--- config.mk ---
export PLATFORM = sky130hd
export DESIGN_NAME = traffic_ctrl_param
export DESIGN_NICKNAME = d
export VERILOG_FILES = /design/src/rtl/traffic_ctrl_param.sv
export SDC_FILE = /design/constraint.sdc
export NUM_CORES = 1
export LEC_CHECK = 0
export CAP_MARGIN = 20
export CELL_PAD_IN_SITES_DETAIL_PLACEMENT = 1
export CELL_PAD_IN_SITES_GLOBAL_PLACEMENT = 1
export CORE_ASPECT_RATIO = 0.9
export CORE_MARGIN = 2
export CORE_UTILIZATION = 34
export DETAILED_ROUTE_END_ITERATION = 10
export PLACE_DENSITY = 0.83
export SETUP_SLACK_MARGIN = 0.5
export SYNTH_ARGS = -nofsm -noshare
export SYNTH_HDL_FRONTEND = slang
export SYNTH_SLANG_ARGS = --single-unit
--- constraint.sdc ---
create_clock -name clk -period 2.6 [get_ports clk]
set_input_delay 0.78 -clock clk [delete_from_list [all_inputs] [get_ports clk]]
set_output_delay 0.78 -clock clk [all_outputs]
set_load 0.005 [all_outputs]
--- src/rtl/traffic_ctrl_param.sv ---
// traffic_ctrl_param: sensor-actuated two-way intersection controller with min/max green,
// yellow, all-red clearance. Optional pedestrian walk phase is enabled by TRAFFIC_PED_EN.
module traffic_ctrl_param #(
  parameter int unsigned GREEN_MIN = 4,
  parameter int unsigned GREEN_MAX = 10,
  parameter int unsigned YELLOW_T  = 3,
  parameter int unsigned ALLRED_T  = 1,
  parameter int unsigned WALK_T    = 5,
  parameter int unsigned TIMER_W   = 4
) (
  input  logic       clk,
  input  logic       rst_n,
  input  logic       ns_sensor,
  input  logic       ew_sensor,
  input  logic       ped_req,
  output logic       ns_red,
  output logic       ns_yel,
  output logic       ns_grn,
  output logic       ew_red,
  output logic       ew_yel,
  output logic       ew_grn,
  output logic       walk,
  output logic       ped_wait,
  output logic [2:0] phase
);

  typedef enum logic [2:0] {
    NS_GREEN  = 3'd0,
    NS_YELLOW = 3'd1,
    AR_TO_EW  = 3'd2,
    EW_GREEN  = 3'd3,
    EW_YELLOW = 3'd4,
    AR_TO_NS  = 3'd5,
    PED_WALK  = 3'd6
  } state_e;

  localparam logic [TIMER_W-1:0] GMIN_M1 = TIMER_W'(GREEN_MIN - 1);
  localparam logic [TIMER_W-1:0] GMAX_M1 = TIMER_W'(GREEN_MAX - 1);
  localparam logic [TIMER_W-1:0] YEL_M1  = TIMER_W'(YELLOW_T - 1);
  localparam logic [TIMER_W-1:0] AR_M1   = TIMER_W'(ALLRED_T - 1);
  localparam logic [TIMER_W-1:0] WALK_M1 = TIMER_W'(WALK_T - 1);

  state_e             state_q, state_d;
  logic [TIMER_W-1:0] timer_q, timer_d;
  logic               ped_pending;

`ifdef TRAFFIC_PED_EN
  logic ped_wait_q, ped_wait_d;
  logic dir_ew_q, dir_ew_d;
  logic enter_walk;

  assign ped_pending = ped_wait_q;
  assign ped_wait    = ped_wait_q;
  assign walk        = (state_q == PED_WALK);
`else
  logic [TIMER_W:0] ped_unused;

  assign ped_unused  = {ped_req, WALK_M1};
  assign ped_pending = 1'b0;
  assign ped_wait    = 1'b0;
  assign walk        = 1'b0;
`endif

  always_comb begin
    state_d = state_q;
    case (state_q)
      NS_GREEN:  if ((timer_q >= GMIN_M1 && (ew_sensor || ped_pending)) || timer_q == GMAX_M1)
                   state_d = NS_YELLOW;
      NS_YELLOW: if (timer_q == YEL_M1) state_d = AR_TO_EW;
      AR_TO_EW:  if (timer_q == AR_M1) state_d = ped_pending ? PED_WALK : EW_GREEN;
      EW_GREEN:  if ((timer_q >= GMIN_M1 && (ns_sensor || ped_pending)) || timer_q == GMAX_M1)
                   state_d = EW_YELLOW;
      EW_YELLOW: if (timer_q == YEL_M1) state_d = AR_TO_NS;
      AR_TO_NS:  if (timer_q == AR_M1) state_d = ped_pending ? PED_WALK : NS_GREEN;
`ifdef TRAFFIC_PED_EN
      PED_WALK:  if (timer_q == WALK_M1) state_d = dir_ew_q ? EW_GREEN : NS_GREEN;
`endif
      default:   state_d = NS_GREEN;
    endcase
    // every transition restarts the phase timer; green exits at GREEN_MAX-1 so it never wraps
    timer_d = (state_d != state_q) ? '0 : timer_q + TIMER_W'(1);
  end

`ifdef TRAFFIC_PED_EN
  // clear on walk entry takes priority over a request sampled on the same edge
  always_comb begin
    enter_walk = (state_d == PED_WALK) && (state_q != PED_WALK);
    dir_ew_d   = dir_ew_q;
    ped_wait_d = ped_wait_q;
    if (enter_walk) begin
      dir_ew_d   = (state_q == AR_TO_EW);
      ped_wait_d = 1'b0;
    end else if (ped_req) begin
      ped_wait_d = 1'b1;
    end
  end

  always_ff @(posedge clk) begin
    if (!rst_n) begin
      ped_wait_q <= 1'b0;
      dir_ew_q   <= 1'b1;
    end else begin
      ped_wait_q <= ped_wait_d;
      dir_ew_q   <= dir_ew_d;
    end
  end
`endif

  always_ff @(posedge clk) begin
    if (!rst_n) begin
      state_q <= NS_GREEN;
      timer_q <= '0;
    end else begin
      state_q <= state_d;
      timer_q <= timer_d;
    end
  end

  always_comb begin
    ns_red = 1'b1;
    ns_yel = 1'b0;
    ns_grn = 1'b0;
    ew_red = 1'b1;
    ew_yel = 1'b0;
    ew_grn = 1'b0;
    case (state_q)
      NS_GREEN:  begin ns_red = 1'b0; ns_grn = 1'b1; end
      NS_YELLOW: begin ns_red = 1'b0; ns_yel = 1'b1; end
      EW_GREEN:  begin ew_red = 1'b0; ew_grn = 1'b1; end
      EW_YELLOW: begin ew_red = 1'b0; ew_yel = 1'b1; end
      default:   ;
    endcase
  end

  assign phase = state_q;

endmodule

==> impl_metrics.tcl, run 1 <==
set metrics [dict create \
    syn_inst 64 \
    cap_violations 0 \
    clock_skew_ns 0.00585 \
    finalSetupTns_ns 0 \
    synth_area_per_cell_um2 8.19 \
    fin_crit_sh_pct 82.8 \
    routed_wl_um 1610 \
    area_growth_pct 48.7 \
    gp_congestion 0.784 \
    crit_path_max_incr_delay_ns 0.51 \
    rsz0062_at_grt "yes" \
    antenna_found_initial 0 \
    first_global_vias 477 \
    syn-cell-area_um2 524 \
    antenna_left 0 \
    worstMarginPinSlew_ns 0.562 \
    hold_buffers 0 \
    synth_top_cell_area_share_pct 26.7 \
    leakage_nw 0.350 \
    nFillCells 181 \
    synth.distinct_cells 35 \
    use_met2_pct 26.1 \
    dp_hpwl_um 1020 \
    final_common_cell "buf_4" \
    numClockSinks 7 \
    ys_seq_elements 7 \
    yosysTopAreaCell "dfxtp_1" \
    slew_headroom_pct 62.1 \
    port_buffers 12 \
    die_y_um 41.3 \
    use_met3_pct 2.64 \
    grt_pass1_wl_um 2060 \
    synth_warnings 0 \
    finalNetCount 94 \
    setup_violations 0 \
    critPathBufInv 3 \
    cts_root_buffer "clkbuf_4" \
    grt_start_max_net_pins 11 \
    hold_viol_final 0 \
    top_usage_layer "met2" \
    startpoint_type "flip-flop" \
    cp_max_fo 6 \
    critPathKind "flip-flop to output port" \
    htree_levels 1 \
    initial_core_util_pct 36.2 \
    fmax_mhz 465 \
    slew_violations 0 \
    slowest_stage "clkdlybuf4s50_1" \
    crit_chain "buf_4 -> buf_4 -> clkdlybuf4s50_1" \
    grt-ovfl-total 0 \
    fin_cells 99 \
    worstPathArrival_ns 1.37 \
    cp_common_cell "buf_4" \
    die_w_um 45.4 \
    ios 16 \
    rows 13 \
    core_area_mm2 0.00145 \
    viasPerCell 5.21 \
    clock_path_buffers 2 \
    drc 0 \
    num_vias 516 \
    grt_usage_pct 16.5 \
    die-area_mm2 0.00187 \
    hp-class "flip-flop to flip-flop" \
    max-vdd-ir-drop_mv 0.358 \
    dr.pass1.iters 3 \
    drt_iter0_markers 7 \
    yosysSeqAreaShare_pct 26.7 \
    post-route-min-period_ns 2.15 \
    use_met1_pct 21.6 \
    critPathTopFamily "buffers and inverters" \
    outcome "finished, final reports clean" \
    yosys-top-cells-area "dfxtp_1, ha_1, nor2_1" \
    required_ns 1.82 \
    drive_gt1_share_pct 31.0 \
    n_antenna_cell 0 \
    powerDensity_mw_per_mm2 576 \
    cts_tree "yes" \
    layout_common_cells "buf_4, clkdlybuf4s50_1, nor2_1" \
    clk_pin_slew_worst_paths_ns 0.05 \
    cp-end-kind "output port" \
    cts_made_buffers 3 \
    clk_latency_ns 0.26 \
    numPlacedInstances 87 \
    wire_per_inst_um 16.3 \
]
path summary, 6_finish.rpt:
check | startpoint | to | slack [ns] | depth (start not counted)
setup / recovery | phase[1] | phase[1] | 0.45 | 3
hold / removal | timer_q[0] | timer_q[0] | 0.55 | 1
setup reg to reg | timer_q[0] | timer_q[3] | 0.75 | 7
hold reg to reg | timer_q[0] | timer_q[0] | 0.55 | 1
report_power, final:
part | total (mW) | internal (mW) | switching [mW]
registers | 0.153 | 0.126 | 0.0271
clock network | 0.100 | 0.0586 | 0.0416
logic | 0.196 | 0.0952 | 0.101
routing by layer:
layer	part of all wire, %	wire [um]
met1	47	758
met3	2.4	39
met5	0	0
met2	48	771
met4	2.7	44
cells by family (layout without fill, tap and decap cells):
kind of cell	count (synthesis)	count (layout)	share of synthesized area, %
other	1	2	0.715
multiplexers	1	1	1.91
buffers and inverters	9	28	9.54
XOR/XNOR	2	2	3.34
AO/OA/AOI/OAI	16	16	24.3
adder cells (fa/ha/maj)	4	4	9.55
flip-flops	7	7	26.7
AND/OR/NAND/NOR	24	24	23.9
worst register-to-register path: cells and delay by family (launching register included):
kind,cells,cell delay (ns)
buffers and inverters,1,0.11
adders and majority gates,1,0.21
AOI/OAI and AO/OA,3,0.86
and+or+nand+nor,1,0.10
DFF,1,0.36
muxes,1,0.09
cell usage after synthesis (all sizes together):
cell type / instances
or3: 2
o21ai: 2
nor2b: 3
mux2i: 1
and3: 1
o21a: 4
xor2: 1
a21oi: 2
buf: 4
o41ai: 1
nand2b: 1
a31oi: 2
o2bb2ai: 1
nor2: 8
nand2: 2
a21boi: 1
o31ai: 1
conb: 1
ha: 4
a2bb2oi: 1
dfxtp: 7
nor3b: 1
o211ai: 1
nand3: 2
inv: 4
clkbuf: 1
and2: 1
xnor2: 1
nor3: 3
registers in the layout, summed over array words and instances, names as in the netlist:
name / flops
timer_q: 4
phase: 3
cell type report:
cell class / count / area (um^2) / share of cell area (%)
timing repair buffer: 20 / 186 / 23.9
sequential: 7 / 151 / 19.4
clock buffer: 4 / 26.3 / 3.37
tap: 15 / 18.8 / 2.41
multi-input combinational: 49 / 382 / 49.0
inverter: 4 / 15.0 / 1.93
stage by stage:
| stage | setup WS [ns] | util, % | hold slack [ns] | total power [mW] | cell area [um^2] |
|---|---|---|---|---|---|
| floorplan | 0.917 | - | 0.485 | 0.273 | 528 |
| global placement | 0.343 | 43.6 | 0.520 | 0.315 | 632 |
| detailed placement | 0.287 | 43.6 | 0.534 | 0.321 | 632 |
| CTS | 0.300 | 46.1 | 0.541 | 0.420 | 667 |
| global route | 0.418 | 53.8 | 0.572 | 0.482 | 779 |
| finish | 0.448 | 53.8 | 0.550 | 0.449 | 779 |
repair_timing:
item                       in CTS  in global routing
setup endpoints to repair       8                  8
resized for setup               8                 14
pin swaps                       0                  1
buffers inserted                0                  8
No activity file was read; power rests on OpenSTA's default activity.
==> run 2, diff against run 1 <==
--- a/config.mk
+++ b/config.mk
@@ -10,9 +10,9 @@
 export CELL_PAD_IN_SITES_GLOBAL_PLACEMENT = 1
 export CORE_ASPECT_RATIO = 0.9
 export CORE_MARGIN = 2
-export CORE_UTILIZATION = 34
+export CORE_UTILIZATION = 31
 export DETAILED_ROUTE_END_ITERATION = 10
-export PLACE_DENSITY = 0.83
+export PLACE_DENSITY = 0.77
 export SETUP_SLACK_MARGIN = 0.5
 export SYNTH_ARGS = -nofsm -noshare
 export SYNTH_HDL_FRONTEND = slang
==> constraint.sdc (replaced) <==
create_clock -name clk -period 2 [get_ports clk]
set_input_delay 0.6 -clock clk [delete_from_list [all_inputs] [get_ports clk]]
set_output_delay 0.6 -clock clk [all_outputs]
set_load 0.005 [all_outputs]
==> impl_metrics.tcl, run 2 (same netlist as run 1, synthesis figures left out) <==
set metrics [dict create \
    drive_gt1_share_pct 67.0 \
    grt_usage_pct 19.9 \
    pre_cts_ws_ns -0.132 \
    htree_levels 1 \
    max-vdd-ir-drop_mv 0.632 \
    post-route-min-period_ns 1.70 \
    cp_max_fo 5 \
    clk_latency_ns 0.25 \
    hold_viol_final 0 \
    powerDensity_mw_per_mm2 804 \
    grt-ovfl-total 0 \
    antenna_left 0 \
    leakage_nw 0.378 \
    die_y_um 43.0 \
    dp_hpwl_um 1100 \
    wire_per_inst_um 15.9 \
    area_growth_pct 87.4 \
    layout_common_cells "buf_4, buf_2, dfxtp_4" \
    routed_wl_um 1880 \
    clk_pin_slew_worst_paths_ns 0.05 \
    required_ns 1.40 \
    m1WireLength_um 871 \
    gp_congestion 0.749 \
    die_w_um 47.3 \
    clock_path_buffers 2 \
    cts_made_buffers 3 \
    first_global_vias 558 \
    finalSetupTns_ns 0 \
    slew_violations 0 \
    dr.pass1.iters 4 \
    antenna_found_initial 0 \
    cp-end-kind "output port" \
    hp-class "flip-flop to flip-flop" \
    n_antenna_cell 0 \
    die-area_mm2 0.00204 \
    startpoint_type "flip-flop" \
    ios 16 \
    route.met2.wl_um 937 \
    finalNetCount 104 \
    utilization_pct 60.3 \
    setup_slack_ns 0.303 \
    drt_iter0_markers 4 \
    largest-register "timer_q" \
    setup_violations 0 \
    initial_core_util_pct 32.2 \
    top_layer "met4" \
    dr_wl_met3_um 55 \
    fmax_mhz 589 \
    core_area_mm2 0.00163 \
    grt_start_max_net_pins 8 \
    critPathKind "flip-flop to output port" \
    worstPathArrival_ns 1.10 \
    rsz0062_at_grt "yes" \
    cts_tree "yes" \
    numClockSinks 7 \
    cts_root_buffer "clkbuf_4" \
    port_buffers 12 \
    largest_reg_flops 4 \
    grt_pass1_wl_um 2820 \
    drc 0 \
    num_vias 577 \
    rows 14 \
    outcome "finished, final reports clean" \
    cap_violations 0 \
    fin_crit_sh_pct 84.8 \
    final_common_cell "buf_4" \
    clock_skew_ns 0.000744 \
    viasPerCell 4.89 \
]
run 2: stage by stage:
step	cells	instance area (um^2)	hold WS, ns	power, mW
after floorplan	65	532	0.486	0.358
after global placement	102	692	0.527	0.434
after detailed placement	102	692	0.536	0.444
after CTS	111	871	0.476	0.700
after global routing	118	982	0.514	0.845
final	118	982	0.500	0.790
run 2: critical path, cell delays in order (launching register included):
cell,delay (ns)
dfxtp_4,0.38
nor2b_4,0.16
and2_4,0.15
nor2_1,0.03
buf_2,0.11
run 2: per-layer routing:
| layer | global-route usage, % | vias to the layer above |
|---|---|---|
| li1 | - | 281 |
| met1 | 27.9 | 279 |
| met4 | 6.67 | 0 |
| met3 | 2.98 | 2 |
| met5 | 0 | - |
| met2 | 30.3 | 15 |
run 2: worst paths after layout:
path                            startpoint          to  slack, ns  depth (start not counted)
worst min-delay path            timer_q[0]  timer_q[0]       0.50                          1
worst min register to register  timer_q[0]  timer_q[0]       0.50                          1
worst max-delay path              phase[1]      ew_red       0.30                          4
worst max register to register  timer_q[0]  timer_q[1]       0.38                          6
run 2: layout make-up:
type	instances	area, um^2
Sequential cell	7	161
Multi-Input combinational cell	49	512
Inverter	4	17.5
Fill cell	180	647
Tap cell	24	30.0
Timing Repair Buffer	30	235
Clock buffer	4	26.3
run 2: where the power goes:
part / internal, mW / switching [mW]
clock network: 0.0761 / 0.0522
logic: 0.235 / 0.192
registers: 0.173 / 0.0607
total: 0.485 / 0.305
run 2: timing repair:
action                                  in CTS  in global routing
endpoints found under the setup margin      16                 15
buffers inserted                             5                  7
gates cloned                                 0                  0
gates resized for setup                     65                 18
pin swaps                                   10                 10
hold buffers                                 0                  0
==> run 3, diff against run 2 <==
--- a/config.mk
+++ b/config.mk
@@ -10,9 +10,9 @@
 export CELL_PAD_IN_SITES_GLOBAL_PLACEMENT = 1
 export CORE_ASPECT_RATIO = 0.9
 export CORE_MARGIN = 2
-export CORE_UTILIZATION = 31
+export CORE_UTILIZATION = 28
 export DETAILED_ROUTE_END_ITERATION = 10
-export PLACE_DENSITY = 0.77
+export PLACE_DENSITY = 0.74
 export SETUP_SLACK_MARGIN = 0.5
 export SYNTH_ARGS = -nofsm -noshare
 export SYNTH_HDL_FRONTEND = slang
==> constraint.sdc (replaced) <==
create_clock -name clk -period 1.51 [get_ports clk]
set_input_delay 0.453 -clock clk [delete_from_list [all_inputs] [get_ports clk]]
set_output_delay 0.453 -clock clk [all_outputs]
set_load 0.005 [all_outputs]
==> impl_metrics.tcl, run 3 (same netlist as run 1, synthesis figures left out) <==
set metrics [dict create \
    numClockSinks 7 \
    initial_core_util_pct 30.5 \
    drive_gt1_share_pct 73.6 \
    max-vdd-ir-drop_mv 0.672 \
    grt_start_max_net_pins 8 \
    cts_tree "yes" \
    antenna_left 0 \
    n_antenna_cell 0 \
    combPwrFrac_pct 56.2 \
    powerDensity_mw_per_mm2 968 \
    hp-class "flip-flop to flip-flop" \
    wire_per_inst_um 16.9 \
    rows 14 \
    worstPathArrival_ns 1.17 \
    setup_slack_ns -0.109 \
    intPower_uw 662 \
    viasPerCell 4.81 \
    largest_reg_flops 4 \
    critPathTopFamily "flip-flops" \
    r2r-end "timer_q[0]" \
    die_w_um 49.6 \
    clk_pin_slew_worst_paths_ns 0.05 \
    clock_skew_ns 0.00172 \
    startpoint_type "flip-flop" \
    critPathKind "flip-flop to output port" \
    dp_hpwl_um 1410 \
    die-area_mm2 0.00223 \
    violations "setup timing" \
    final_common_cell "buf_4" \
    crit_chain "buf_6 -> nand2b_4 -> nor2_4 -> nor2_2 -> buf_2" \
    fin_crit_sh_pct 107 \
    regArea_um2 161 \
    pwr-share-seq_pct 28.5 \
    regToRegSetupSlack_ns -0.07 \
    core_area_mm2 0.00172 \
    cap_violations 0 \
    required_ns 1.06 \
    worstReg2RegStart "timer_q[1]" \
    crit_path_max_incr_delay_ns 0.36 \
    drt_iter0_markers 7 \
    clkPwrFrac_pct 15.3 \
    first_global_vias 707 \
    port_buffers 12 \
    largest-register "timer_q" \
    fmax_mhz 618 \
    post-route-min-period_ns 1.62 \
    gp_congestion 0.786 \
    grt_usage_pct 20.4 \
    critPathBufInv 2 \
    clk_latency_ns 0.24 \
    worstHoldStart "timer_q[0]" \
    leakage_nw 0.451 \
    multiInputGateArea_um2 497 \
    die_y_um 45.1 \
    cts_root_buffer "clkbuf_4" \
    routed_wl_um 2200 \
    htree_levels 1 \
    outcome "complete, but fails checks" \
    cp-end-kind "output port" \
    min_path_cells 2 \
    slew_violations 0 \
    dr.pass1.iters 4 \
    nFillCells 202 \
    grt-ovfl-total 0 \
    holdPathEnd "timer_q[0]" \
    pre_cts_ws_ns -0.470 \
    cts_made_buffers 3 \
    hold_viol_final 0 \
    drc 0 \
    p_sw_uw 392 \
    cp_max_fo 4 \
    ios 16 \
    layout_common_cells "buf_4, buf_6, dfxtp_4, o21a_1, buf_2" \
    utilization_pct 63.4 \
    r2r_cells 7 \
    clock_path_buffers 2 \
    area_growth_pct 108 \
    finalNetCount 116 \
    switching_share_pct 37.2 \
    num_vias 625 \
    grt_pass1_wl_um 3350 \
    hold_buffers 0 \
    holdWs_ns 0.581 \
    antenna_found_initial 0 \
    setup_violations 9 \
    slowest_stage "dfxtp_4" \
    rsz0062_at_grt "yes" \
]
run 3: area by class of cell:
type | instances | share of cell area (%)
clock buffer | 4 | 2.41
inverter | 4 | 1.61
multi-input combinational | 49 | 45.6
tap | 24 | 2.76
timing repair buffer | 42 | 32.8
sequential | 7 | 14.8
run 3: timing repair:
action / 4_1_cts / 5_1_grt
endpoints found under the setup margin: 16 / 16
buffers inserted: 6 / 2
pin swaps: 10 / 4
gates resized for setup: 74 / 9
run 3: layer usage:
layer / vias to the layer above / track usage (%) / share of wire, % / routed length (um)
li1: 304 / - / - / -
met2: 10 / 37.9 / 54 / 1180
met1: 309 / 23.9 / 45 / 980
met5: - / 0 / 0 / 0
met4: 0 / 9.44 / 0.64 / 14
met3: 2 / 2.32 / 1.0 / 23
run 3: tightest hold or removal path: cells and delay by family (launching register included):
family,cells,cell delay [ns]
simple gates,1,0.03
flops,1,0.39
buf+inv,1,0.13
run 3: worst max path at each step:
stage / from / end / slack [ns] / cells after the start
finish: phase[1] / ew_red / -0.11 / 5
global route: phase[1] / ew_red / -0.15 / 5
CTS: timer_q[1] / timer_q[2] / -0.07 / 7
detailed placement: ns_sensor / timer_q[3] / -0.47 / 6
global placement: ns_sensor / timer_q[1] / -0.40 / 6
floorplan: timer_q[1] / timer_q[3] / 0.01 / 6
run 3: through the flow:
stage               total power, mW  cell area (um^2)  instances  setup TNS [ns]
CTS                            1.03              1040        128          -0.357
finish                         1.05              1090        130          -0.517
detailed placement            0.724               848        118           -3.52
global route                   1.12              1090        130           -1.10
floorplan                     0.499               569         65               0
global placement              0.697               848        118           -2.99
run 3: power groups by stage:
stage | registers, mW | logic, mW | clock network [mW]
floorplan | 0.264 | 0.234 | 0
global placement | 0.281 | 0.416 | 0
detailed placement | 0.288 | 0.436 | 0
CTS | 0.300 | 0.565 | 0.169
global route | 0.307 | 0.636 | 0.180
finish | 0.300 | 0.592 | 0.162
==> edit 1, RTL diff (settings of run 2) <==
Register the output `ns_red`; this adds one clock of latency there. The other outputs are not delayed to match.
--- a/src/rtl/traffic_ctrl_param.sv
+++ b/src/rtl/traffic_ctrl_param.sv
@@ -39,6 +39,8 @@
   localparam logic [TIMER_W-1:0] YEL_M1  = TIMER_W'(YELLOW_T - 1);
   localparam logic [TIMER_W-1:0] AR_M1   = TIMER_W'(ALLRED_T - 1);
   localparam logic [TIMER_W-1:0] WALK_M1 = TIMER_W'(WALK_T - 1);
+
+  logic ns_red_d;
 
   state_e             state_q, state_d;
   logic [TIMER_W-1:0] timer_q, timer_d;
@@ -117,15 +119,15 @@
   end
 
   always_comb begin
-    ns_red = 1'b1;
+    ns_red_d = 1'b1;
     ns_yel = 1'b0;
     ns_grn = 1'b0;
     ew_red = 1'b1;
     ew_yel = 1'b0;
     ew_grn = 1'b0;
     case (state_q)
-      NS_GREEN:  begin ns_red = 1'b0; ns_grn = 1'b1; end
-      NS_YELLOW: begin ns_red = 1'b0; ns_yel = 1'b1; end
+      NS_GREEN:  begin ns_red_d = 1'b0; ns_grn = 1'b1; end
+      NS_YELLOW: begin ns_red_d = 1'b0; ns_yel = 1'b1; end
       EW_GREEN:  begin ew_red = 1'b0; ew_grn = 1'b1; end
       EW_YELLOW: begin ew_red = 1'b0; ew_yel = 1'b1; end
       default:   ;
@@ -134,5 +136,9 @@
 
   assign phase = state_q;
 
+  always_ff @(posedge clk) begin
+    ns_red <= ns_red_d;
+  end
+
 endmodule
 
Formal check against the unedited RTL: not equivalent (a bounded check fails within 10 cycles, from zero or initial values and one cycle with rst_n low).
==> edit 1 against run 2 <==
Global-route usage grew 1.7 points; count of clock-buffer cells in the layout shrank 1; utilization grew 0.67 points; via count grew 20%; clock power is essentially flat; power grew 11%; synthesized area grew 13%; largest power group unchanged; wire length grew 37%; worst setup slack lost 0.18 ns; final area grew 7.6%; sequential cell count grew 1.
==> edit 1: results (changes against run 2) <==
[synthesis]
synthArstFlopShare_pct=0  ; unchanged
yosys-top-cells-count=8 x dfxtp_1, 6 x inv_1, 5 x a21oi_1, 5 x nand3_1, 4 x ha_1  ; was 8 x nor2_1, 7 x dfxtp_1, 4 x ha_1, 4 x o21a_1
yosysSeqAreaShare_pct=27.1  ; was 26.7%
synth_edf_count=0  ; unchanged
synth_cell_type_count=34  ; was 35
yosysWarnings=0  ; unchanged
yosys-top-cells-area=dfxtp_1 27%, ha_1 8.5%, a2111oi_4 4.7%  ; was dfxtp_1 27%, ha_1 9.5%, nor2_1 5.7%

[clocking]
cts.clk_slew.worst_paths_ns=0.05  ; about the same
htreeDepth=1  ; unchanged
numCtsBuffers=3  ; unchanged
clk_path_buf_depth=2  ; unchanged
clk_latency_ns=0.26
cts-root-buf=clkbuf_4  ; unchanged

[layout]
drive_gt1_share_pct=62.7  ; was 67.0%
final_nets=113  ; was 104
fillCellCount=198  ; was 180
antenna_cells=0  ; unchanged
largest-register=timer_q  ; unchanged
largest_register_ffs=4  ; unchanged

[outcome]
status=finished, final reports clean  ; unchanged

[worst_setup_path]
crit_path_top_delay_cell=dfxtp_4  ; unchanged
critPathArrivalTime_ns=2.06  ; was 1.10 ns
crit_fanout=4  ; was 5
critPathMaxStageDelay_ns=0.36  ; was 0.38 ns
crit_family=compound AO/OA/AOI/OAI gates  ; was flip-flops

[power]
p_leak_nw=0.454  ; was 0.378 nW
ir_drop_v=0.000491  ; was 0.000632 V

[route]
dr.pass1.iters=4  ; unchanged
first_iter_violations=19  ; was 4
wl_per_cell_um=20.4  ; was 15.9 µm
via_per_inst=5.52  ; was 4.89

[placed_design]
hpwl_um=1190  ; was 1100 µm
portBuffers=12  ; unchanged
routabilityCongestion=0.757  ; was 0.749
dp_worst_setup_slack_ns=-0.178  ; was -0.132 ns

[global_routing]
grt_pass1_wl_um=3620  ; was 2820 µm
antenna_found_initial=0  ; unchanged
track_usage_pct=21.6  ; was 19.9%
grt_pass1_vias=714  ; was 558
grt_max_degree=8  ; unchanged

[sta]
fin_skew_ns=0.00705  ; was 0.000744 ns

[worst_hold_path]
hp-class=reg -> reg  ; unchanged

## edit 1: path summary, 6_finish.rpt
path / depth (start not counted) / start / endpoint / slack, ns
max reg2reg: 8 / timer_q[0] / timer_q[0] / 0.12
min reg2reg: 4 / timer_q[0] / timer_q[0] / 0.69
max: 8 / timer_q[0] / timer_q[0] / 0.12
min: 4 / timer_q[0] / timer_q[0] / 0.69
## edit 1: logic make-up after synthesis
logic type	after synthesis	share of synthesized area, %
fa+ha+maj	4	8.46
xor+xnor	2	2.96
compound gates	19	27.5
buf+inv	9	7.19
flops	8	27.1
other cells	1	0.634
mux	1	1.90
simple gates	22	24.3
## edit 1: area by class of cell
| cell class | instances | area share (%) |
|---|---|---|
| Multi-Input combinational cell | 50 | 48.5 |
| Tap cell | 24 | 2.84 |
| Inverter | 6 | 2.37 |
| Timing Repair Buffer | 35 | 27.5 |
| Clock buffer | 3 | 2.13 |
| Sequential cell | 8 | 16.7 |
## edit 1: worst min-delay path, stage by stage (launching register included)
cell and delay [ns]:
dfxtp_4 0.36, inv_4 0.05, buf_4 0.13, nand3_1 0.07, a21oi_2 0.03
## edit 1: metal layers
layer	vias to the layer above	part of all wire [%]	track usage, %
li1	306	-	-
met1	348	43	27.1
met2	30	49	38.9
met3	11	4.0	1.32
met4	0	4.0	8.89
met5	-	0	0
## edit 1: repair_timing
item	4_1_cts	5_1_grt
pin swaps	6	10
setup endpoints to repair	16	13
buffers inserted	12	5
resized for setup	52	14
## edit 1: stage by stage
stage / util, % / total power, mW / area [µm²] / setup TNS (ns) / std cells
after floorplan: - / 0.432 / 617 / 0 / 67
after global placement: 45.7 / 0.513 / 792 / -0.613 / 106
after detailed placement: 45.7 / 0.522 / 792 / -0.678 / 106
after CTS: 55.8 / 0.755 / 968 / 0 / 121
after global routing: 61.0 / 0.920 / 1060 / 0 / 126
final: 61.0 / 0.876 / 1060 / 0 / 126
## edit 1: report_power, final
group	total (mW)	switching, mW	internal [mW]
registers	0.252	0.0593	0.193
clock network	0.128	0.0593	0.0690
logic	0.496	0.243	0.253
==> edit 2, RTL diff (settings of run 2) <==
Made on the original files. Set the parameter `TIMER_W` to 3 (it was 4).
--- a/src/rtl/traffic_ctrl_param.sv
+++ b/src/rtl/traffic_ctrl_param.sv
@@ -6,7 +6,7 @@
   parameter int unsigned YELLOW_T  = 3,
   parameter int unsigned ALLRED_T  = 1,
   parameter int unsigned WALK_T    = 5,
-  parameter int unsigned TIMER_W   = 4
+  parameter int unsigned TIMER_W   = 3
 ) (
   input  logic       clk,
   input  logic       rst_n,
Formal check against the unedited RTL: not equivalent (a bounded check fails within 4 cycles, from zero or initial values and one cycle with rst_n low).
==> edit 2 against run 2 <==
Cell count rose by 2.5%; utilization rose by 0.38 points; wire length rose by 15%; sequential cell count fell by 1; worst setup slack got worse by 0.075 ns; power rose by 29%; final area rose by 0.64%; global-route usage rose by 3.7 points; synthesized area rose by 0.24%; count of clock-buffer cells in the layout fell by 1; via count rose by 6.4%.
==> edit 2: results (changes against run 2) <==
[outcome]
status=finished, final reports clean  ; unchanged

[global_routing]
antenna_found_initial=0  ; unchanged
grt_pass1_wl_um=3290  ; was 2820 µm
grt_max_degree=9  ; was 8
grt_pass1_vias=648  ; was 558
track_usage_pct=23.5  ; was 19.9%

[synthesis]
ys.flop_type=dfxtp_1  ; unchanged
synth_cell_type_count=32  ; was 35
yosysWarnings=0  ; unchanged
synth_compound_area_share_pct=21.7  ; was 24.3%
yosys-top-cells-count=6 x dfxtp_1, 6 x inv_1, 5 x ha_1  ; was 8 x nor2_1, 7 x dfxtp_1, 4 x ha_1, 4 x o21a_1
synth-adder-area-share_pct=11.9  ; was 9.55%
yosys-top-cells-area=dfxtp_1 23%, ha_1 12%, and3b_1 5.0%  ; was dfxtp_1 27%, ha_1 9.5%, nor2_1 5.7%
synth_xor_area_share_pct=0  ; was 3.34%
yosysSeqAreaShare_pct=22.9  ; was 26.7%
muxShareOfSynthArea_pct=4.05  ; was 1.91%
synth_top_family_by_area=simple AND/OR/NAND/NOR gates  ; was compound AO/OA/AOI/OAI gates

[worst_setup_path]
crit_fanout=4  ; was 5
crit_path_top_delay_cell=dfxtp_4  ; unchanged
ff2ff_setup_slack_ns=0.26  ; was 0.38 ns
r2r_end=phase[1]  ; was timer_q[1]
worst_r2r_path_depth=7  ; was 6
critPathArrivalTime_ns=1.17  ; was 1.10 ns
critPathMaxStageDelay_ns=0.35  ; was 0.38 ns

[clocking]
clk_path_buf_depth=2  ; unchanged
cts.clk_slew.worst_paths_ns=0.05  ; about the same
numCtsBuffers=3  ; unchanged
htreeDepth=1  ; unchanged
cts-root-buf=clkbuf_4  ; unchanged

[route]
vias=614  ; was 577
dr.pass1.iters=3  ; was 4
wl_per_cell_um=17.8  ; was 15.9 µm
first_iter_violations=9  ; was 4

[worst_hold_path]
hold_end=timer_q[0]  ; unchanged
holdPathStages=1  ; unchanged
worstHoldStart=timer_q[0]  ; unchanged

[placed_design]
postPlaceCellArea_um2=719  ; was 692 µm²
hpwl_um=1180  ; was 1100 µm
routabilityCongestion=0.783  ; was 0.749

[power]
p_leak_nw=0.435  ; was 0.378 nW
ir_drop_v=0.000570  ; was 0.000632 V

[layout]
fillCellCount=186  ; was 180
final_nets=109  ; was 104
antenna_cells=0  ; unchanged
drive_gt1_share_pct=66.0  ; was 67.0%

[sta]
fin_skew_ns=0.00603  ; was 0.000744 ns
hold_viol=0  ; unchanged

edit 2: cell types whose count changed after synthesis, moves of 2 or more:
cell     delta
nor4_1      +2
o21a_1      -4
nor2b_1     -2
inv_1       +3
or3_1       -2
a21oi_1     +3
and2_1      +2
and3b_1     +3
buf_2       +2
a22o_1      +2
nor2_1      -6
edit 2: layout make-up:
cell class                      instances  share of cell area (%)
Inverter                                6                    2.28
Tap cell                               24                    3.04
Timing Repair Buffer                   35                    28.2
Multi-Input combinational cell         47                    50.0
Sequential cell                         6                    14.2
Clock buffer                            3                    2.28
edit 2: metrics by stage:
step	util (%)	std cells	setup slack [ns]	hold slack, ns
floorplan	-	64	0.396	0.434
CTS	57.1	117	0.269	0.458
global route	60.7	121	0.180	0.473
finish	60.7	121	0.228	0.457
detailed placement	44.2	102	0.0530	0.460
global placement	44.2	102	0.0650	0.455
edit 2: where the power goes:
group / total [mW] / internal, mW / leakage (nW) / switching, mW
clock: 0.113 / 0.0680 / 0.0138 / 0.0453
sequential: 0.208 / 0.161 / 0.0530 / 0.0470
combinational: 0.698 / 0.382 / 0.368 / 0.316
edit 2: metal layers:
metal	track usage (%)	up-vias	part of all wire [%]
met5	0	-	0
met4	5.00	0	0.65
met3	8.51	2	2.2
met2	41.6	10	57
met1	25.8	304	40
li1	-	298	-
edit 2: logic make-up (layout without fill, tap and decap cells):
kind of cell	Yosys count	in the layout
AND/OR/NAND/NOR	23	23
AO/OA/AOI/OAI	15	15
buffers and inverters	11	44
flip-flops	6	6
adder cells (fa/ha/maj)	5	5
multiplexers	2	2
other	1	2
edit 2: worst register-to-register path: stages (launching register included):
cell and delay, ns:
dfxtp_4 0.35, ha_4 0.16, ha_4 0.14, a211o_1 0.27, a22oi_2 0.17, buf_4 0.16, and3b_1 0.19, nor4b_2 0.20
edit 2: worst max path at each step:
stage | to | from | cells after the start | slack, ns
floorplan | phase[0] | timer_q[0] | 6 | 0.40
global placement | phase[0] | ew_sensor | 5 | 0.07
detailed placement | phase[0] | ew_sensor | 5 | 0.05
CTS | ew_red | phase[2] | 6 | 0.27
global route | phase[1] | timer_q[0] | 7 | 0.18
finish | ew_red | phase[2] | 6 | 0.23
edit 2: repair_timing:
item / in CTS / in global routing
cloned: 0 / 0
gates resized for setup: 66 / 5
setup endpoints to repair: 15 / 13
pin swaps: 10 / 8
buffers inserted: 12 / 4
